## src/rtl/game_io_regs_pkg.sv

```systemverilog
// game_io_pkg: port map, interrupt bit indices and LFSR step shared by the game I/O block
package game_io_pkg;

    localparam logic [7:0] PORT_BTNS    = 8'h00;
    localparam logic [7:0] PORT_SW      = 8'h01;
    localparam logic [7:0] PORT_LED     = 8'h02;
    localparam logic [7:0] PORT_DIG3    = 8'h03;
    localparam logic [7:0] PORT_DIG2    = 8'h04;
    localparam logic [7:0] PORT_DIG1    = 8'h05;
    localparam logic [7:0] PORT_DIG0    = 8'h06;
    localparam logic [7:0] PORT_DP      = 8'h07;
    localparam logic [7:0] PORT_CAUSE   = 8'h08;
    localparam logic [7:0] PORT_INFO    = 8'h09;
    localparam logic [7:0] PORT_IRQ_EN  = 8'h0A;
    localparam logic [7:0] PORT_IRQ_CLR = 8'h0B;
    localparam logic [7:0] PORT_EDGES   = 8'h0C;
    localparam logic [7:0] PORT_PEND    = 8'h0D;
    localparam logic [7:0] PORT_RAND    = 8'h0F;

    localparam int IRQ_BTN  = 0;
    localparam int IRQ_TICK = 1;
    localparam int NUM_IRQ  = 2;

    localparam logic [7:0] LFSR_TAPS = 8'hB8;

    typedef logic [NUM_IRQ-1:0] irq_vec_t;

    // Galois right-shift step; the all-zero state maps to itself, so it must never be loaded
    function automatic logic [7:0] lfsr_next(input logic [7:0] v);
        return v[0] ? ((v >> 1) ^ LFSR_TAPS) : (v >> 1);
    endfunction

endpackage

```

## src/rtl/game_io_regs_if.sv

```systemverilog
// game_io_regs_if: KCPSM6 port bus and interrupt handshake
interface game_io_regs_if;

    logic [7:0] port_id;
    logic [7:0] out_port;
    logic [7:0] in_port;
    logic       write_strobe;
    logic       k_write_strobe;
    logic       read_strobe;
    logic       interrupt;
    logic       interrupt_ack;

    modport master (
        output port_id, out_port, write_strobe, k_write_strobe, read_strobe, interrupt_ack,
        input  in_port, interrupt
    );

    modport slave (
        input  port_id, out_port, write_strobe, k_write_strobe, read_strobe, interrupt_ack,
        output in_port, interrupt
    );

endinterface

```

## src/rtl/game_io_regs_lfsr.sv

```systemverilog
// game_lfsr: free-running 8-bit maximal-length Galois LFSR
module game_lfsr
    import game_io_pkg::*;
#(
    parameter logic [7:0] SEED = 8'hA5
) (
    input  logic       clk,
    input  logic       reset,
    output logic [7:0] value
);

    localparam logic [7:0] INIT = (SEED == 8'h00) ? 8'h01 : SEED;

    // Shift every cycle; a zero seed is replaced so the sequence cannot lock up
    always_ff @(posedge clk) begin
        value <= reset ? INIT : lfsr_next(value);
    end

endmodule

```

## src/rtl/game_io_regs.sv

```systemverilog
// game_io_regs: KCPSM6 port-mapped display/LED registers, input readback and interrupt controller
module game_io_regs
    import game_io_pkg::*;
#(
    parameter int         NUM_BTNS    = 4,
    parameter int         TICK_CYCLES = 1_666_666,
    parameter logic [7:0] LFSR_SEED   = 8'hA5
) (
    input  logic                clk,
    input  logic                reset,
    game_io_regs_if.slave       bus,
    input  logic [NUM_BTNS-1:0] db_btns,
    input  logic [7:0]          db_sw,
    output logic [7:0]          led,
    output logic [4:0]          dig3,
    output logic [4:0]          dig2,
    output logic [4:0]          dig1,
    output logic [4:0]          dig0,
    output logic [3:0]          dp,
    output logic [7:0]          game_info
);

    localparam int            CW        = $clog2(TICK_CYCLES);
    localparam logic [CW-1:0] TICK_LAST = CW'(TICK_CYCLES - 1);

    logic [NUM_BTNS-1:0] btn_prev;
    logic [7:0]          btn_edges;
    logic [7:0]          new_edges;
    logic [7:0]          edges_nxt;
    logic [7:0]          rd_data;
    logic [7:0]          lfsr;
    logic [CW-1:0]       tick_cnt;
    irq_vec_t            irq_en;
    irq_vec_t            pending;
    irq_vec_t            irq_cause;
    irq_vec_t            events;
    irq_vec_t            active;
    irq_vec_t            clr;
    irq_vec_t            pending_nxt;
    logic                tick;
    logic                wr;
    logic                unused;

    // Constant-port writes carry nothing this block decodes
    assign unused = bus.k_write_strobe;

    game_lfsr #(.SEED(LFSR_SEED)) u_lfsr (
        .clk   (clk),
        .reset (reset),
        .value (lfsr)
    );

    // Event detection and next values; new events override any clear in the same cycle
    always_comb begin
        wr               = bus.write_strobe;
        new_edges        = 8'(db_btns & ~btn_prev);
        tick             = tick_cnt == TICK_LAST;
        events           = '0;
        events[IRQ_BTN]  = |new_edges;
        events[IRQ_TICK] = tick;
        active           = pending & irq_en;
        clr              = (bus.interrupt_ack ? active : '0)
                         | ((wr && bus.port_id == PORT_IRQ_CLR) ? bus.out_port[NUM_IRQ-1:0] : '0);
        pending_nxt      = (pending & ~clr) | events;
        edges_nxt        = ((bus.read_strobe && bus.port_id == PORT_EDGES) ? 8'h00 : btn_edges) | new_edges;
    end

    // Read decode, registered into in_port below
    always_comb begin
        rd_data = 8'h00;
        case (bus.port_id)
            PORT_BTNS:  rd_data = 8'(db_btns);
            PORT_SW:    rd_data = db_sw;
            PORT_CAUSE: rd_data = 8'(irq_cause);
            PORT_EDGES: rd_data = btn_edges;
            PORT_PEND:  rd_data = 8'(pending);
            PORT_RAND:  rd_data = lfsr;
            default:    rd_data = 8'h00;
        endcase
    end

    // Output registers written by the CPU, plus the registered read path
    always_ff @(posedge clk) begin
        if (reset) begin
            led         <= 8'h00;
            dig3        <= 5'h00;
            dig2        <= 5'h00;
            dig1        <= 5'h00;
            dig0        <= 5'h00;
            dp          <= 4'h0;
            game_info   <= 8'h00;
            irq_en      <= '0;
            bus.in_port <= 8'h00;
        end else begin
            bus.in_port <= rd_data;
            if (wr) begin
                case (bus.port_id)
                    PORT_LED:    led       <= bus.out_port;
                    PORT_DIG3:   dig3      <= bus.out_port[4:0];
                    PORT_DIG2:   dig2      <= bus.out_port[4:0];
                    PORT_DIG1:   dig1      <= bus.out_port[4:0];
                    PORT_DIG0:   dig0      <= bus.out_port[4:0];
                    PORT_DP:     dp        <= bus.out_port[3:0];
                    PORT_INFO:   game_info <= bus.out_port;
                    PORT_IRQ_EN: irq_en    <= bus.out_port[NUM_IRQ-1:0];
                    default:     ;
                endcase
            end
        end
    end

    // Interrupt controller state: edge history, frame tick, pending/cause and the request line
    always_ff @(posedge clk) begin
        if (reset) begin
            btn_prev      <= '0;
            btn_edges     <= 8'h00;
            tick_cnt      <= '0;
            pending       <= '0;
            irq_cause     <= '0;
            bus.interrupt <= 1'b0;
        end else begin
            btn_prev      <= db_btns;
            btn_edges     <= edges_nxt;
            tick_cnt      <= tick ? '0 : tick_cnt + 1'b1;
            pending       <= pending_nxt;
            irq_cause     <= bus.interrupt_ack ? active : irq_cause;
            bus.interrupt <= bus.interrupt_ack ? 1'b0 : |active;
        end
    end

endmodule

```

## src/flat_wrapper.sv

```systemverilog
// flat-port wrapper written by rule: the top's interface ports become plain ports
module game_io_regs_flat import game_io_pkg::*;
#(
    parameter int         NUM_BTNS    = 4,
    parameter int         TICK_CYCLES = 1_666_666,
    parameter logic [7:0] LFSR_SEED   = 8'hA5
)
  (clk, reset, db_btns, db_sw, led, dig3, dig2, dig1, dig0, dp, game_info, bus_port_id, bus_out_port, bus_write_strobe, bus_k_write_strobe, bus_read_strobe, bus_interrupt_ack, bus_in_port, bus_interrupt);
  game_io_regs_if bus_i ();
  input  logic clk;
  input  logic reset;
  input  logic [NUM_BTNS-1:0] db_btns;
  input  logic [7:0] db_sw;
  output logic [7:0] led;
  output logic [4:0] dig3;
  output logic [4:0] dig2;
  output logic [4:0] dig1;
  output logic [4:0] dig0;
  output logic [3:0] dp;
  output logic [7:0] game_info;
  input wire logic [$bits(bus_i.port_id)-1:0] bus_port_id;
  input wire logic [$bits(bus_i.out_port)-1:0] bus_out_port;
  input wire logic [$bits(bus_i.write_strobe)-1:0] bus_write_strobe;
  input wire logic [$bits(bus_i.k_write_strobe)-1:0] bus_k_write_strobe;
  input wire logic [$bits(bus_i.read_strobe)-1:0] bus_read_strobe;
  input wire logic [$bits(bus_i.interrupt_ack)-1:0] bus_interrupt_ack;
  output wire logic [$bits(bus_i.in_port)-1:0] bus_in_port;
  output wire logic [$bits(bus_i.interrupt)-1:0] bus_interrupt;
  assign bus_i.port_id = bus_port_id;
  assign bus_i.out_port = bus_out_port;
  assign bus_i.write_strobe = bus_write_strobe;
  assign bus_i.k_write_strobe = bus_k_write_strobe;
  assign bus_i.read_strobe = bus_read_strobe;
  assign bus_i.interrupt_ack = bus_interrupt_ack;
  assign bus_in_port = bus_i.in_port;
  assign bus_interrupt = bus_i.interrupt;
  game_io_regs #(.NUM_BTNS(NUM_BTNS), .TICK_CYCLES(TICK_CYCLES), .LFSR_SEED(LFSR_SEED)) u_core (.clk(clk), .reset(reset), .bus(bus_i), .db_btns(db_btns), .db_sw(db_sw), .led(led), .dig3(dig3), .dig2(dig2), .dig1(dig1), .dig0(dig0), .dp(dp), .game_info(game_info));
endmodule
```

## config.mk

```make
export PLATFORM = sky130hd
export DESIGN_NAME = game_io_regs_flat
export DESIGN_NICKNAME = d
export VERILOG_FILES = /design/src/rtl/game_io_regs_pkg.sv /design/src/rtl/game_io_regs_if.sv /design/src/rtl/game_io_regs_lfsr.sv /design/src/rtl/game_io_regs.sv /design/src/flat_wrapper.sv
export SDC_FILE = /design/constraint.sdc
export NUM_CORES = 1
export LEC_CHECK = 0
export ABC_AREA = 1
export ABC_CLOCK_PERIOD_IN_PS = 3500
export BUFFER_PORTS_ARGS = -buffer_cell sky130_fd_sc_hd__buf_2
export CORE_MARGIN = 8
export CORE_UTILIZATION = 51
export DETAILED_ROUTE_END_ITERATION = 16
export PLACE_DENSITY = 0.75
export SLEW_MARGIN = 40
export SYNTH_ARGS = -nofsm -noshare
export SYNTH_HDL_FRONTEND = slang
export SYNTH_SLANG_ARGS = --single-unit
```

## constraint.sdc

```tcl
create_clock -name clk -period 3.5 [get_ports clk]
set_input_delay 0.35 -clock clk [delete_from_list [all_inputs] [get_ports clk]]
set_output_delay 0.35 -clock clk [all_outputs]
set_load 0.005 [all_outputs]
```

# Word-level counts from Yosys, hierarchy flattened
# Cells that the tools add are included.
word_totals:
  reg_bits: 96
  elab_cells: 61
classes:
  addsub: 1
  n_eq_ne: 15
  mux: 5
  bitwise_logic: 9
  n_reduce_logical: 15
op_table:
  columns: ["cell", "n"]
  rows:
  - ["8-bit by 4-bit == test with 1-bit output, second input constant", 7]
  - ["8-bit case mux with 6 select lines", 1]
  - ["8-bit by 3-bit == test with 1-bit output, second input constant", 4]
  - ["21-bit by 1-bit adder with 21-bit output, second input constant", 1]
  - ["21-bit == test, second input constant", 1]
  - ["8-bit by 2-bit == test with 1-bit output, second input constant", 2]
  - ["8-bit two-way mux", 2]
  - ["2-bit AND reduction", 8]
  - ["4-bit by 8-bit AND with 8-bit output", 1]
  - ["8-bit by 1-bit == test with 1-bit output, second input constant", 1]
  - ["8-bit logical NOT", 1]
  - ["4-bit inverter with 8-bit output", 1]
  - ["8-bit bitwise OR", 1]
  - ["8-bit OR reduction", 1]
  - ["2-bit OR reduction", 3]
  - ["2-bit AND", 2]
  - ["2-bit two-way mux", 2]
  - ["3-bit inverter with 4-bit output", 1]
  - ["2-bit bitwise OR", 2]
  - ["1-bit logical AND", 2]
  - ["2-bit inverter", 1]

# Longest topological paths before layout
# Gate-level depths: netlist (run 1).
logic_depth:
  depth_word: 7
  mapped_depth: 10
  depth_no_buf: 10

# By module
# A second synthesis (run 1) with hierarchy kept.
unflattened:
  cells_unflattened: 529
  hier_area_um2: 3862.5
modules_own_cells:
  columns: ["mod", "instances", "cells_each", "area_each_um2", "seq_area_each_um2"]
  rows:
  - ["game_io_regs", 1, 500, 3617.2, 1681.6]
  - ["game_lfsr", 1, 29, 245.2, 160.2]

# Worst setup path after synthesis (run 1)
# OpenSTA, ideal clock, no wires.
synth_timing:
  path_type: "register to register"
  from: "register u_core.tick_cnt[0]"
  to: "register u_core.tick_cnt[12]"
  setup_time_ps: 117
  arrival_time_ps: 1208
  required_time_ps: 3383
  setup_slack_ps: 2175
  stages_incl_launch_ff: 8
  path_buffers: 0
  period_less_slack_ps: 1325
  cell_sequence: "dfxtp_1 > ha_1 > nand3_1 > inv_1 > nand2_1 > nor2_2 > xnor2_1 > nor2_1"
synth_via:
  elab_chain_cells: 2
  word_cells_on_any_way: 3
  classes_between: "add/sub: 1; eq/ne: 1; reduce/logical: 1"
synth_rtl:
  columns: ["element", "line_no", "rtl"]
  rows:
  - ["start: declaration", "game_io_regs.sv:32", "logic [CW-1:0] tick_cnt;"]
  - ["start signal: assignment", "game_io_regs.sv:124", "tick_cnt <= tick ? '0 : tick_cnt + 1'b1;"]
  - ["branches (longest 2 deep; another with 21-bit by 1-bit adder with 21-bit output)", null, null]
# Parallel ways; which one is timed is not known.
# A chain may end at the register's enable or synchronous reset.

# Final worst setup path (run 1)
layout_timing:
  from: "register u_core.tick_cnt[0]"
  to: "register u_core.tick_cnt[15]"
# Same word-level chain as after synthesis.

==> qor.txt, run 1 <==
Worst-path clk slew = 90 ps
CP endpoint kind = flip-flop
worst skew pair latency = 340 ps
first drt pass iteration count = 5
DR iter-0 viols = 181
number of synthesized flops with an enable pin = 0
mux share of post-synthesis cell area = 0
Final Instance Area = 0.004604 mm2
Async SR Flop Fraction = 0
gr ovfl total = 0
commonest non-fill, non-tap cells in the layout = nor2_1 (126), nand2_1 (100), dfxtp_1 (92)
Tot Pwr = 1.945 mW
IO Count = 83
largest family of logic cells by synthesized area = simple AND/OR/NAND/NOR gates
setup_tns = 0 ps
GRT Max-Usage Layer = met2
vias in the first global route = 3,511
cts bufs inserted = 9
grt met1 use = 0.2084
GR Util met3 = 0.04027
remaining antenna violation count = 0
max-slew violation count = 0
xor-xnor portion of the synthesized cell area = 0.02914
Leak = 1.980 nW
Synth warnings = 0
antenna violations before repair = 0
Final setup viols = 0
Seq/Total Area, Yosys = 0.4713
commonest non-fill, non-tap cell in the layout = nor2_1
clock root buffer = clkbuf_8
die height = 103.5 um
FF+latch count, synth = 92
post-synthesis adder-cell area fraction = 0.006404
largest net degree at the start of global routing = 48
pwr dens = 422.3 mW/mm2
Mapped Area = 0.003907 mm2
Worst Tran Pin Value = 718.2 ps
routing usage on met2 = 0.2846
simple-gate area share of the yosys netlist = 0.3231
maximum clock rate = 549.2 MHz
initial core utilization = 0.5164
row cnt = 32
DIE AREA = 0.01072 mm2
WL per Instance = 12.73 um
Syn Area/Cell = 7.183 um2
layout cells sized above 1 = 0.2016
CTS tree = yes
RSZ-0062 raised after global routing = no
PortBufs = 81
placed cell area = 0.004398 mm2
post-synthesis cell count = 544
Layout Nets = 662
clk sinks = 92
max_slew headroom = 0.5207
status = completed
Hold-fix buffers, CTS = 0
synth unique cells = 29
CP Class = flip-flop to flip-flop
post-CTS setup buffers = 0
clock skew = 7.701 ps
Die Span X = 103.5 um
count of final hold-check violations = 0
final WL = 9316 um
worst min path class = input port to flip-flop
Synthesized Nets = 580
Synth Area in Compound Gates = 0.1098
Critical Path Start Type = flip-flop
Final GP Congestion = 0.9117
Tmin final = 1821 ps
first-pass GRT wire length = 15,760 um
Non-Filler Instances = 732
Clock Tree Buf Depth = 2
Core Area = 0.007567 mm2
WP data required = 3750 ps
Area Growth Syn to Fin = 17.84%
Crit Path Max Fanout = 21
Post-DP HPWL = 6932 um
period utilisation layout = 0.5203
H-Tree Level Count = 3
worst vdd ir = 0.0002781 V
vias per cell = 4.969
max-cap viol count = 0
DR vias = 3,637
# resized after CTS = 0
placed insts = 717
Worst Path Arrival = 2070 ps
GR Util All Layers = 0.1709
# diodes = 0
drc violations = 0
Synth Flop Type = dfxtp_1
## flip-flops by register name, summed over array words and instances, names as in the netlist, 5 cells and up
signal	cells
u_core.tick_cnt	21
u_core.bus.in_port	8
u_core.game_info	8
u_core.led	8
u_core.u_lfsr.value	8
u_core.dig0	5
u_core.dig1	5
u_core.dig2	5
u_core.dig3	5
## logic make-up after synthesis
| group | Yosys count |
|---|---|
| flops | 92 |
| buf+inv | 60 |
| compound gates | 85 |
| fa+ha+maj | 2 |
| xor+xnor | 13 |
| simple gates | 292 |
## cells in the mapped netlist, types with 4 or more instances
cell      instances  area, um2
nor2_2            6      37.54
o21ai_0          42      210.2
clkbuf_1          5      18.77
xor2_1            5      43.79
buf_2             4      20.02
or2_2             9      56.30
nor2_1          126      473.0
a21oi_1          39      195.2
dfxtp_1          92       1842
inv_1            45      168.9
nand3b_1          4      30.03
xnor2_1           8      70.07
nand3_1          28      140.1
nand2_2           8      50.05
nand2_1         100      375.4
## worst max-delay path: stages (launching register included)
cell      delay [ps]
dfxtp_1          410
ha_1             180
nand2_1           60
nor2_1           110
nand2_1           50
nand3b_1         180
nand2_1          520
inv_1            100
nand2_1           80
inv_1             40
## power by group
group          internal (mW)  switching [mW]
registers               1.07          0.0122
logic                 0.0413          0.0738
clock network          0.399           0.353
## per-layer routing
| layer | routed length, um | part of all wire |
|---|---|---|
| met1 | 4282 | 0.46 |
| met2 | 4374 | 0.47 |
| met3 | 553 | 0.059 |
| met4 | 105 | 0.011 |
| met5 | 0 | 0 |
## final timing paths
path | start | end | slack [ps] | cells after the start
setup / recovery | u_core.tick_cnt[0]$_SDFF_PP0_ | u_core.tick_cnt[15]$_SDFF_PP0_ | 1680 | 9
setup reg to reg | u_core.tick_cnt[0]$_SDFF_PP0_ | u_core.tick_cnt[15]$_SDFF_PP0_ | 1680 | 9
hold reg to reg | u_core.u_lfsr.value[2]$_SDFF_PP1_ | u_core.u_lfsr.value[1]$_SDFF_PP0_ | 430 | 2
hold / removal | db_sw[7] | u_core.bus.in_port[7]$_SDFF_PP0_ | 230 | 3
## per-stage QoR
step           hold WS, ps    util  setup slack (ps)
3_3_place_gp         409.7  0.5812              1616
2_1_floorplan        399.7       -              2175
4_1_cts              217.1  0.6085              1656
6_report             226.4  0.6085              1679
5_1_grt              246.5  0.6085              1502
3_5_place_dp         414.7  0.5812              1542
## layout make-up
type	count	area, um2
multi-input combinational	392	1831
sequential	92	1842
clock inverter	4	75.07
fill	740	2963
clock buffer	11	131.4
timing repair buffer	82	412.9
inverter	49	185.2
tap	102	127.6
Note: power is estimated with default switching activity, not from simulation.
==> inputs of run 2 (changes only) <==
Settings changed: ABC_CLOCK_PERIOD_IN_PS 3500 to 1510, CORE_UTILIZATION 51 to 49, PLACE_DENSITY 0.75 to 0.76.
Clock period 3.5 ns to 1.51 ns, I/O delays scaled along.
==> run 2 against run 1 <==
Worst hold slack worse by 210 ps; critical endpoint unchanged; non-clock buffer count is 18 higher; global-route usage is 0.34 points higher; design area is 5.2% higher; utilization is 1.8 points higher; wire length is 4.3% higher; largest power group unchanged; via count is 2.8% higher; count of clock-buffer cells in the layout stayed put; sequential power is 130% higher.
==> qor.txt, run 2 (synthesis results as in run 1) <==
Int Power = 3.695 mW (+150%)
Core Area = 0.007727 mm2 (+2.1%)
count of final hold-check violations = 0 (unchanged)
sequential share of power = 0.528 (-0.026)
vias in the first global route = 3,631 (+3.4%)
Area Growth Syn to Fin = 23.95%
period utilisation layout = 0.9396 (+0.4193)
IO Count = 83 (unchanged)
placed insts = 731 (+2.0%)
CP endpoint kind = flip-flop
clock skew = 9.295 ps (+1.595 ps)
vias per cell = 4.985 (+0.34%)
status = completed
worst min path class = input port to flip-flop
Filler cells = 726 (-1.9%)
max-cap viol count = 0 (unchanged)
PortBufs = 81 (unchanged)
worst skew pair latency = 360 ps (+20 ps)
worst vdd ir = 0.0005956 V (+110%)
max-slew violation count = 0 (unchanged)
CP Class = flip-flop to flip-flop
first-pass GRT wire length = 16,060 um (+1.9%)
commonest non-fill, non-tap cells in the layout = nor2_1 (124), nand2_1 (98), dfxtp_1 (87)
first drt pass iteration count = 4 (-1)
pre-CTS setup slack = 65.81 ps (-1476 ps)
max_slew headroom = 0.7534 (+0.2327)
Die Span X = 105.3 um (+1.7%)
DIE AREA = 0.01109 mm2 (+3.4%)
layout cells sized above 1 = 0.2423 (+0.04070)
Critical Path Start Type = flip-flop
Top reg by flops = u_core.tick_cnt
die height = 105.3 um (+1.7%)
cts bufs inserted = 9 (unchanged)
Crit Path Max Fanout = 6 (-71%)
pwr dens = 977.4 mW/mm2 (+130%)
switch share = 0.2195 (-0.006142)
Worst-path clk slew = 90 ps (about the same)
gr ovfl total = 0 (unchanged)
max reg flops = 21 (unchanged)
Psw = 1.039 mW (+140%)
final WL = 9713 um (+4.3%)
GR Util All Layers = 0.1743 (+0.003374)
Clock Tree Buf Depth = 2 (unchanged)
WP data required = 1770 ps (-1980 ps)
DR vias = 3,739 (+2.8%)
clock power share = 0.406 (+0.019)
antenna violations before repair = 0 (unchanged)
Worst Path Arrival = 1680 ps (-390 ps)
drc violations = 0 (unchanged)
largest net degree at the start of global routing = 45 (-6.3%)
Final setup viols = 0 (unchanged)
initial core utilization = 0.5057 (-0.01070)
remaining antenna violation count = 0 (unchanged)
WL per Instance = 12.95 um (+1.8%)
Final GP Congestion = 0.9094 (-0.25%)
Worst Tran Pin Value = 368.5 ps (-349.7 ps)
row cnt = 32 (unchanged)
H-Tree Level Count = 3 (unchanged)
CTS tree = yes
# diodes = 0 (unchanged)
worst r2r src = u_core.tick_cnt[1]$_SDFF_PP0_
DR iter-0 viols = 179 (-1.1%)
Tmin final = 1419 ps (-402.3 ps)
maximum clock rate = 704.8 MHz (+28%)
commonest non-fill, non-tap cell in the layout = nor2_1
Post-DP HPWL = 7324 um (+5.7%)
clock root buffer = clkbuf_8
Leak = 2.107 nW (+6.4%)
Min-Delay Startpoint = db_btns[2]
final worst-path setup slack = 91.25 ps (-1588 ps)
Comb power frac = 0.066 (+0.007)
Non-Filler Instances = 750 (+2.5%)
Critical path origin = u_core.tick_cnt[1]$_SDFF_PP0_
clk sinks = 92 (unchanged)
Layout Nets = 680 (+2.7%)
-- run 2: cell type report --
type | count | area [um2] | share of cell area
clock buffers | 11 | 131.4 | 0.02712
clock inverters | 4 | 98.84 | 0.02041
inverters | 49 | 185.2 | 0.03823
multi-input cells | 392 | 1856 | 0.3831
flip-flops and latches | 92 | 1848 | 0.3816
well taps | 102 | 127.6 | 0.02635
repair buffers | 100 | 596.8 | 0.1232
-- run 2: critical path: stages (launching register included) --
cell      delay [ps]
dfxtp_2          340
inv_2             70
ha_4             130
nand2_2           50
nor2_2            70
nand2_1           40
nand3b_1         190
nand2_2          190
buf_12           140
inv_2             30
nand2_1           40
inv_1             30
-- run 2: timing repair --
item                                    4_1_cts  5_1_grt
hold buffers                                  1        0
gates resized for setup                       0       15
endpoints found under the setup margin        0       21
buffers inserted                              0        2
endpoints found under the hold margin         1        0
-- run 2: worst paths after layout --
check / depth (start not counted) / slack (ps) / to
worst max-delay path: 11 / 90 / u_core.tick_cnt[15]$_SDFF_PP0_
worst min-delay path: 3 / 20 / u_core.btn_prev[2]$_SDFF_PP0_
worst max register to register: 11 / 90 / u_core.tick_cnt[15]$_SDFF_PP0_
worst min register to register: 2 / 420 / u_core.u_lfsr.value[6]$_SDFF_PP0_
-- run 2: layer usage --
| metal | vias to the layer above | track usage | part of all wire |
|---|---|---|---|
| met4 | 0 | 0.08970 | 0.014 |
| met2 | 112 | 0.2815 | 0.47 |
| li1 | 1921 | - | - |
| met1 | 1695 | 0.2061 | 0.44 |
| met3 | 11 | 0.05055 | 0.073 |
| met5 | - | 0 | 0 |
-- run 2: power groups by stage --
stage                     clock (mW)  sequential [mW]  combinational [mW]
after global placement             0             2.55               0.281
after detailed placement           0             2.55               0.288
after global routing            2.07             2.51               0.350
final                           1.92             2.50               0.312
after floorplan                    0             2.55               0.163
after CTS                       1.96             2.50               0.291
-- run 2: stage by stage --
stage	total power [mW]	hold slack, ps	util	instance area [um2]	TNS, ps
final	4.734	15.82	0.6268	4843	0
after global routing	4.929	28.51	0.6268	4843	-559.5
after CTS	4.751	3.342	0.6171	4768	0
after detailed placement	2.841	379.6	0.5860	4528	0
after global placement	2.832	375.6	0.5860	4528	0
after floorplan	2.711	233.4	-	3908	0
==> inputs of run 3 (changes only) <==
Settings changed: CORE_UTILIZATION 49 to 30, PLACE_DENSITY 0.76 to unset.
==> run 3 against run 2 <==
Non-clock buffer count is the same; count of clock-buffer cells in the layout decreased by 2; register-to-register slack gained 20 ps; via count fell by 2.0%; critical path type unchanged; critical endpoint is now u_core.tick_cnt[16]$_SDFF_PP0_; largest cell class is now registers; highest routed layer is now met5.
==> qor.txt, run 3 (synthesis results as in run 1) <==
status = completed
commonest non-fill, non-tap cells in the layout = nor2_1 (126), nand2_1 (99), dfxtp_1 (88)
CTS tree = yes
hold slack = 36.60 ps (+20.78 ps)
max-slew violation count = 0 (unchanged)
Reg-to-Reg End = u_core.tick_cnt[16]$_SDFF_PP0_
vias in the first global route = 3,485 (-4.0%)
GRT Max-Usage Layer = met2
Tot Pwr = 5.002 mW (+5.7%)
Clock Tree Buf Depth = 2 (unchanged)
Crit Path Max Fanout = 5 (-1)
count of final hold-check violations = 0 (unchanged)
DIE AREA = 0.01693 mm2 (+53%)
GR Util All Layers = 0.1210 (-0.05325)
Non-Filler Instances = 821 (+9.5%)
max reg flops = 21 (unchanged)
Hold Path Depth = 3 (unchanged)
Worst-path clk slew = 70 ps (-20 ps)
Die Span X = 130.1 um (+24%)
Worst R2R Setup Slack = 110 ps (+20 ps)
period utilisation layout = 0.9288 (-0.01073)
cts bufs inserted = 9 (unchanged)
first-pass GRT wire length = 16,130 um (+0.39%)
pwr dens = 1001 mW/mm2 (+2.4%)
routing usage on met2 = 0.1987 (-0.08282)
IO Count = 83 (unchanged)
gr ovfl total = 0 (unchanged)
Core Area = 0.01267 mm2 (+64%)
remaining antenna violation count = 0 (unchanged)
PortBufs = 81 (unchanged)
Final setup viols = 0 (unchanged)
Filler cells = 1,302 (+79%)
H-Tree Level Count = 3 (unchanged)
DR iter-0 viols = 225 (+26%)
placed insts = 803 (+9.8%)
largest net degree at the start of global routing = 47 (+4.4%)
critical path endpoint = u_core.tick_cnt[16]$_SDFF_PP0_
WL per Instance = 12.49 um (-3.6%)
initial core utilization = 0.3084 (-0.1973)
# diodes = 0 (unchanged)
Worst Tran Pin Value = 339.1 ps (-29.47 ps)
Worst R2R Path Depth = 7 (-4)
Post-DP HPWL = 7937 um (+8.4%)
GR Util met3 = 0.03346 (-0.01709)
first drt pass iteration count = 4 (unchanged)
clk sinks = 92 (unchanged)
clock skew = 7.600 ps (-1.695 ps)
Worst Path Arrival = 1680 ps (about the same)
worst skew pair latency = 350 ps (about the same)
Critical path origin = u_core.tick_cnt[0]$_SDFF_PP0_
vias per cell = 4.462 (-11%)
Area Growth Syn to Fin = 27.86%
WP data required = 1790 ps (+20 ps)
row cnt = 41 (+28%)
Leak = 2.142 nW (+1.6%)
worst r2r src = u_core.tick_cnt[0]$_SDFF_PP0_
antenna violations before repair = 1 (+1)
drc violations = 0 (unchanged)
commonest non-fill, non-tap cell in the layout = nor2_1
die height = 130.1 um (+24%)
clock root buffer = clkbuf_16
max_slew headroom = 0.7731 (+0.01972)
DR vias = 3,663 (-2.0%)
maximum clock rate = 713.0 MHz (+1.2%)
max-cap viol count = 0 (unchanged)
Tmin final = 1403 ps (-16.21 ps)
Final GP Congestion = 0.8423 (-7.4%)
CP endpoint kind = flip-flop
Top reg by flops = u_core.tick_cnt
Layout Nets = 680 (unchanged)
setup_tns = 0 ps (unchanged)
final WL = 10,250 um (+5.6%)
CP Class = flip-flop to flip-flop
Critical Path Start Type = flip-flop
grt met1 use = 0.1387 (-0.06742)
Core Util, Final = 0.3943 (-0.2325)
worst min path class = input port to flip-flop
layout cells sized above 1 = 0.2388 (-0.003455)
worst vdd ir = 0.0004823 V (-19%)
-- run 3: changes by cell type in the layout (fill, tap and decap cells not counted), sizes merged --
cell / delta
buf: +1
dlygate4sd3: -1
inv: +4
clkbuf: -2
clkinvlp: +1
bufinv: -3
clkinv: +1
-- run 3: what timing repair did --
action                                  in CTS  in global routing
hold buffers                                 0                  0
endpoints found under the setup margin       0                 21
gates resized for setup                      0                 10
buffers inserted                             0                  1
-- run 3: final cells by class --
| class | count | area, um2 | share of cell area |
|---|---|---|---|
| timing repair buffer | 100 | 606.8 | 0.1215 |
| clock inverter | 7 | 68.82 | 0.01377 |
| clock buffer | 9 | 225.2 | 0.04508 |
| tap | 172 | 215.2 | 0.04308 |
| inverter | 49 | 185.2 | 0.03706 |
| sequential | 92 | 1849 | 0.3701 |
| multi-input combinational | 392 | 1846 | 0.3694 |
-- run 3: worst min-delay path by stage --
| stage | end | from |
|---|---|---|
| after floorplan | u_core.u_lfsr.value[6]$_SDFF_PP0_ | reset |
| after global placement | u_core.btn_prev[2]$_SDFF_PP0_ | db_btns[2] |
| after detailed placement | u_core.bus.in_port[7]$_SDFF_PP0_ | db_sw[7] |
| after CTS | u_core.bus.in_port[7]$_SDFF_PP0_ | db_sw[7] |
| after global routing | u_core.btn_prev[1]$_SDFF_PP0_ | db_btns[1] |
| final | u_core.bus.in_port[7]$_SDFF_PP0_ | db_sw[7] |
-- run 3: per-stage QoR --
step,instance area (um2),worst slack (ps)
4_1_cts,4937,49.28
3_3_place_gp,4643,95.50
6_report,4996,107.5
5_1_grt,4996,-2.701
3_5_place_dp,4643,64.89
2_1_floorplan,3908,185.3
-- run 3: critical path, cell delays in order (launching register included) --
cell and delay [ps]:
dfxtp_4 380, ha_1 180, nand3_1 140, inv_1 110
nand2_1 100, nor2_2 190, nand3b_1 110, a21oi_1 140
-- run 3: routing by layer --
metal	share of wire	wire length [um]
met1	0.42	4343
met2	0.47	4826
met3	0.078	804
met4	0.026	269
met5	0.00078	8
-- run 3: power breakdown --
group	total, mW	switching, mW	internal, mW
logic	0.305	0.181	0.124
registers	2.50	0.0314	2.47
clock network	2.19	1.03	1.16
